[src/rtl/ps2_pkg.sv]
// Shared types and constants for the PS/2 receive path.
package ps2_pkg;

    typedef enum logic [1:0] {
        IDLE,
        DATA,
        PARITY,
        STOP
    } ps2_rx_state_t;

    localparam int   PS2_DATA_BITS  = 8;
    localparam logic PS2_IDLE_LEVEL = 1'b1;

endpackage

[src/rtl/ps2_line_filter.sv]
// Synchronises and deglitches the raw PS/2 clock; emits a one-cycle strobe
// on each filtered high-to-low transition.
module ps2_line_filter
    import ps2_pkg::*;
#(
    parameter int FILTER_LEN = 8
) (
    input  logic clk,
    input  logic rst,
    input  logic i_line,
    output logic o_fall
);

    logic [1:0]            r_sync;
    logic [FILTER_LEN-1:0] r_hist;
    logic                  r_level;
    logic                  w_all0;
    logic                  w_all1;

    assign w_all0 = ~|r_hist;
    assign w_all1 = &r_hist;

    // Level only moves when the whole window agrees, so short pulses never reach it.
    always_ff @(posedge clk or negedge rst) begin
        if (!rst) begin
            r_sync  <= {2{PS2_IDLE_LEVEL}};
            r_hist  <= {FILTER_LEN{PS2_IDLE_LEVEL}};
            r_level <= PS2_IDLE_LEVEL;
        end else begin
            r_sync <= {r_sync[0], i_line};
            r_hist <= {r_hist[FILTER_LEN-2:0], r_sync[1]};
            if (w_all0)
                r_level <= 1'b0;
            else if (w_all1)
                r_level <= 1'b1;
        end
    end

    assign o_fall = r_level & w_all0;

endmodule

[src/rtl/ps2_frame_rx.sv]
// PS/2 device-to-host frame receiver: start, 8 data bits LSB first, odd parity,
// stop. Delivers a byte with a done strobe, or an error strobe on bad/stalled frames.
module ps2_frame_rx
    import ps2_pkg::*;
#(
    parameter int CLK_FREQ_HZ = 65_000_000,
    parameter int FILTER_LEN  = 8,
    parameter int TIMEOUT_US  = 200
) (
    input  logic                     clk,
    input  logic                     rst,
    input  logic                     ps2_clk,
    input  logic                     ps2_data,
    output logic [PS2_DATA_BITS-1:0] rx_data,
    output logic                     rx_done,
    output logic                     rx_err
);

    localparam int TIMEOUT_CYCLES = CLK_FREQ_HZ / 1_000_000 * TIMEOUT_US;
    localparam int TO_W           = $clog2(TIMEOUT_CYCLES + 1);

    ps2_rx_state_t            r_state, w_state_nxt;
    logic [1:0]               r_dsync;
    logic [2:0]               r_bitcnt;
    logic [PS2_DATA_BITS-1:0] r_shift;
    logic                     r_par;
    logic [TO_W-1:0]          r_to;
    logic [PS2_DATA_BITS-1:0] r_rx_data;
    logic                     r_done;
    logic                     r_err;

    logic                     w_fall;
    logic                     w_bit;
    logic                     w_timeout;
    logic                     w_step;
    logic                     w_par_ok;
    logic [TO_W-1:0]          w_to_cur;
    logic                     w_done_nxt;
    logic                     w_err_nxt;

    ps2_line_filter #(.FILTER_LEN(FILTER_LEN)) u_clk_filt (
        .clk    (clk),
        .rst    (rst),
        .i_line (ps2_clk),
        .o_fall (w_fall)
    );

    assign w_bit     = r_dsync[1];
    assign w_par_ok  = ^{r_shift, r_par};
    assign w_timeout = (r_state != IDLE) && (r_to == TO_W'(TIMEOUT_CYCLES));
    assign w_step    = w_fall & ~w_timeout;
    // r_to counts cycles since the last fall, the fall cycle itself being zero.
    assign w_to_cur  = w_fall ? '0 : r_to;

    always_comb begin
        w_state_nxt = r_state;
        w_done_nxt  = 1'b0;
        w_err_nxt   = 1'b0;
        if (w_timeout) begin
            w_state_nxt = IDLE;
            w_err_nxt   = 1'b1;
        end else if (w_fall) begin
            unique case (r_state)
                IDLE:   if (!w_bit) w_state_nxt = DATA;
                DATA:   if (r_bitcnt == 3'(PS2_DATA_BITS - 1)) w_state_nxt = PARITY;
                PARITY: w_state_nxt = STOP;
                STOP: begin
                    w_state_nxt = IDLE;
                    if (w_bit && w_par_ok)
                        w_done_nxt = 1'b1;
                    else
                        w_err_nxt = 1'b1;
                end
                default: w_state_nxt = IDLE;
            endcase
        end
    end

    always_ff @(posedge clk or negedge rst) begin
        if (!rst)
            r_state <= IDLE;
        else
            r_state <= w_state_nxt;
    end

    always_ff @(posedge clk or negedge rst) begin
        if (!rst) begin
            r_dsync   <= {2{PS2_IDLE_LEVEL}};
            r_bitcnt  <= '0;
            r_shift   <= '0;
            r_par     <= 1'b0;
            r_to      <= '0;
            r_rx_data <= '0;
            r_done    <= 1'b0;
            r_err     <= 1'b0;
        end else begin
            r_dsync <= {r_dsync[0], ps2_data};
            r_to    <= (w_state_nxt == IDLE) ? '0 : w_to_cur + TO_W'(1);
            if (w_step) begin
                if (r_state == IDLE)
                    r_bitcnt <= '0;
                if (r_state == DATA) begin
                    r_shift  <= {w_bit, r_shift[PS2_DATA_BITS-1:1]};
                    r_bitcnt <= r_bitcnt + 3'd1;
                end
                if (r_state == PARITY)
                    r_par <= w_bit;
            end
            r_done <= w_done_nxt;
            r_err  <= w_err_nxt;
            if (w_done_nxt)
                r_rx_data <= r_shift;
        end
    end

    assign rx_data = r_rx_data;
    assign rx_done = r_done;
    assign rx_err  = r_err;

endmodule
[config.mk]
export PLATFORM = sky130hd
export DESIGN_NAME = ps2_frame_rx
export DESIGN_NICKNAME = d
export VERILOG_FILES = /design/src/rtl/ps2_pkg.sv /design/src/rtl/ps2_line_filter.sv /design/src/rtl/ps2_frame_rx.sv
export SDC_FILE = /design/constraint.sdc
export NUM_CORES = 1
export LEC_CHECK = 0
export BUFFER_PORTS_ARGS = -buffer_cell sky130_fd_sc_hd__buf_2
export CORE_ASPECT_RATIO = 0.7
export CORE_MARGIN = 3
export CORE_UTILIZATION = 45
export DETAILED_ROUTE_END_ITERATION = 7
export PLACE_DENSITY = 0.66
export SETUP_SLACK_MARGIN = 0.5
export SLEW_MARGIN = 15
export SYNTH_ARGS = -nofsm -noshare
export SYNTH_HDL_FRONTEND = slang
export SYNTH_SLANG_ARGS = --single-unit
[constraint.sdc]
create_clock -name clk -period 2.24 [get_ports clk]
set_clock_uncertainty 0.15 [all_clocks]
set_input_delay 0.448 -clock clk [delete_from_list [all_inputs] [get_ports clk]]
set_output_delay 0.448 -clock clk [all_outputs]
set_load 0.02 [all_outputs]
==> impl_results.md <==
* Status: finished clean
* Core footprint at 0.00455 mm2
* RSZ-0062 raised after global routing: yes
* Post-Synth Simple-Gate Area at 17.8%
* Clock group share of total power at 36.6%
* DRT iter0 DRCs at 90
* Sw Ratio at 21.5%
* Initial Utilization at 49.1%
* First-pass GRT wire length at between 8000 and 9000 um
* DIE AREA at 0.00587 mm2
* Layout net count at 236
* # clock sinks at a little over 50
* CTS buffer count at 5
* Count of cell types in the netlist at 40
* Most frequent cells in the layout: dfrtp_1 (38), buf_4 (23), buf_2 (13), dfstp_2 (13)
* Setup ws final at 0.0986 ns
* Tcrit/Tclk final at between 90 and 100%
* Port Buf Inserts at 13
* Height of the die at 65.0 um
* Most common cell after layout, fill and taps aside: dfrtp_1
* Critical Path Fanout Max at 8
* WP data arrival at ~2.2 ns
* Post-synthesis sequential area ratio at 57.7%
* Layout Cells excl Fill at 296
* Total Wirelength at around 5400 um
* Switching Power at 341 uW
* P&R area growth vs syn at 35.5%
* Async SR Flop Fraction at 100%
* Worst Tran Pin Value at 0.623 ns
* Post-Synth XOR/XNOR Area at under 10%
* Util after Layout at approximately 67%
* DR WL/cell at 18.2 um
* Vias in the first global route at 1738
* Drt first pass iters at 4
* Sum of net half-perimeters after detailed placement at 2860 um
* #FFs+latches synth at 51
* Internal cell power at 1.25 mW
* Startpoint type of the worst setup path: flip-flop
* Max Freq at 0.467 GHz
* Placed cells at 259
* Root Buffer: clkbuf_8
* Largest net degree at the start of global routing at 28
* Mapped Nets at 184
* Largest family of logic cells by synthesized area: simple AND/OR/NAND/NOR gates
* CP Class: flip-flop to flip-flop
* I/O pin count at 14
* Via density at 5.43
* Slew HR at 58.5%
* Hold_buf cts at 0
* Leak Pwr at 1.33 nW
* Final Max Slew Viols at 0
* Adder-Cell Fraction of Synth Area at 1.68%
* GRT overflow at 0
* FILL cells at 330
* Mapped cell area at 0.00224 mm2
* Final GP Congestion at 0.912
* Layout cell share with drive strength beyond 1 at 54.8%
* Maxcap violations at 0
* Logic gate share of total power at about 2.9%
* Worst-Skew Late Latency at 0.31 ns
* Antenna violations before repair at 0
* Total GRT Usage at 19.2%
* Register Area at 0.00129 mm2
* Mux share of post-synthesis cell area at 9.45%
* Final Critical Period at approximately 2.1 ns
* Top FF cell, synth: dfrtp_1
* Worst Setup End Kind: flip-flop
* CTS tree: yes
* Req. time, crit path at 2.28 ns
* Worst Hold Class: input port to async pin
* Fin Hold WS at slightly above 0.005 ns
* H-tree depth at 2
* Post-synth EDFFs at 0
* Max clock buf depth at 2
* Number of routed nets with antenna violations at 0
* Number of cell rows at 20
* Pre-CTS setup slack at 0.0831 ns
* Sequential power share at between 60% and 70%
* Compound-Gate Fraction of Synth Area at between 2 and 3%
* Final Hold Viols at 0
* Warnings, synthesis at 0
* Ant. Diodes at 0
* Multi-input gate area at 0.00112 mm2
* Power per cell area at 523 mW/mm2
* Cell count after synthesis at 177
* # DRC at 0
* Final setup viols at 0
* Clock slew at reported path FFs at 0.10 ns
* Peak VDD IR at 0.387 mV
* Mean area per synthesized cell at 12.6 um2
* Vias at 1606
* Die W at 90.3 um
## synthesized netlist by cell type (2+ instances only)
library cell | n | area [um2]
nor2_1 | 20 | 75.1
xor2_1 | 5 | 43.8
ha_1 | 3 | 37.5
nor3_2 | 2 | 20.0
and4_1 | 4 | 35.0
mux2i_1 | 2 | 20.0
and3_1 | 2 | 12.5
buf_2 | 3 | 15.0
xnor2_1 | 12 | 105
nand3_1 | 8 | 40.0
o21ai_0 | 3 | 15.0
nor4_2 | 2 | 25.0
dfrtp_1 | 38 | 951
dfstp_2 | 13 | 342
nand2_1 | 8 | 30.0
nor3_1 | 5 | 25.0
a21oi_1 | 2 | 10.0
mux2_2 | 16 | 180
and2_1 | 2 | 12.5
inv_1 | 5 | 18.8
nand4_1 | 3 | 18.8
## sequential cells by signal, summed over array words and instances (netlist names)
signal and count:
r_to 14, r_shift 8, rx_data 8, u_clk_filt.r_hist 8
r_bitcnt 3, r_dsync 2, r_state 2, u_clk_filt.r_sync 2
r_par 1, rx_done 1, rx_err 1, u_clk_filt.r_level 1
## cell families (layout without fill, tap and decap cells)
logic type,Yosys count,in the layout
flops,51,51
compound gates,10,10
simple gates,65,65
mux,19,19
buf+inv,10,63
xor+xnor,19,19
fa+ha+maj,3,3
## worst max-delay path, stage by stage (launching register included)
cell and delay [ns]:
dfrtp_1 0.44, or4b_4 0.56, and4bb_2 0.37, nor4_4 0.05, buf_6 0.16, mux2_4 0.30
## power by group through the flow
| stage | clock, mW | sequential, mW | combinational [mW] |
|---|---|---|---|
| 3_5_place_dp | 0 | 0.974 | 0.0324 |
| 6_report | 0.581 | 0.959 | 0.0466 |
| 5_1_grt | 0.646 | 0.961 | 0.0526 |
| 4_1_cts | 0.596 | 0.957 | 0.0462 |
| 3_3_place_gp | 0 | 0.973 | 0.0314 |
| 2_1_floorplan | 0 | 0.970 | 0.00650 |
## what timing repair did
action                                  CTS  global route
hold endpoints to repair                  0             0
gates cloned                              1             0
endpoints found under the setup margin   38            38
buffers inserted                         24             4
gates resized for setup                  34            18
pin swaps                                25            15
## cell type report
type | count | share of cell area [%]
Clock buffer | 7 | 3.18
Inverter | 5 | 0.619
Sequential cell | 51 | 42.6
Timing Repair Buffer | 50 | 13.6
Tap cell | 66 | 2.72
Clock inverter | 1 | 0.248
Multi-Input combinational cell | 116 | 37.0
## worst paths after layout
check,from,endpoint,slack [ns],depth (start not counted)
min in group clk,ps2_clk,u_clk_filt.r_sync[0],0.09,1
hold reg to reg,r_dsync[0],r_dsync[1],0.20,0
setup / recovery,r_to[1],r_shift[7],0.1,5
hold / removal,rst,rx_data[6],0.005,1
setup reg to reg,r_to[1],r_shift[7],0.1,5
max in group asynchronous,rst,u_clk_filt.r_hist[4],1.31,2
## per-layer routing
layer / wire length, um / global-route usage [%]
met1: 2300 / 24.6
met2: 2660 / 32.3
met3: 291 / 3.94
met4: 136 / 7.63
met5: 0 / 0
## per-stage QoR
step	power, mW	cell area (um2)	setup TNS (ns)
global route	1.66	3030	-0.140
finish	1.59	3030	0
global placement	1.00	2500	0
detailed placement	1.01	2500	0
floorplan	0.977	2320	0
CTS	1.60	2920	0
No activity file was read; power rests on OpenSTA's default activity.
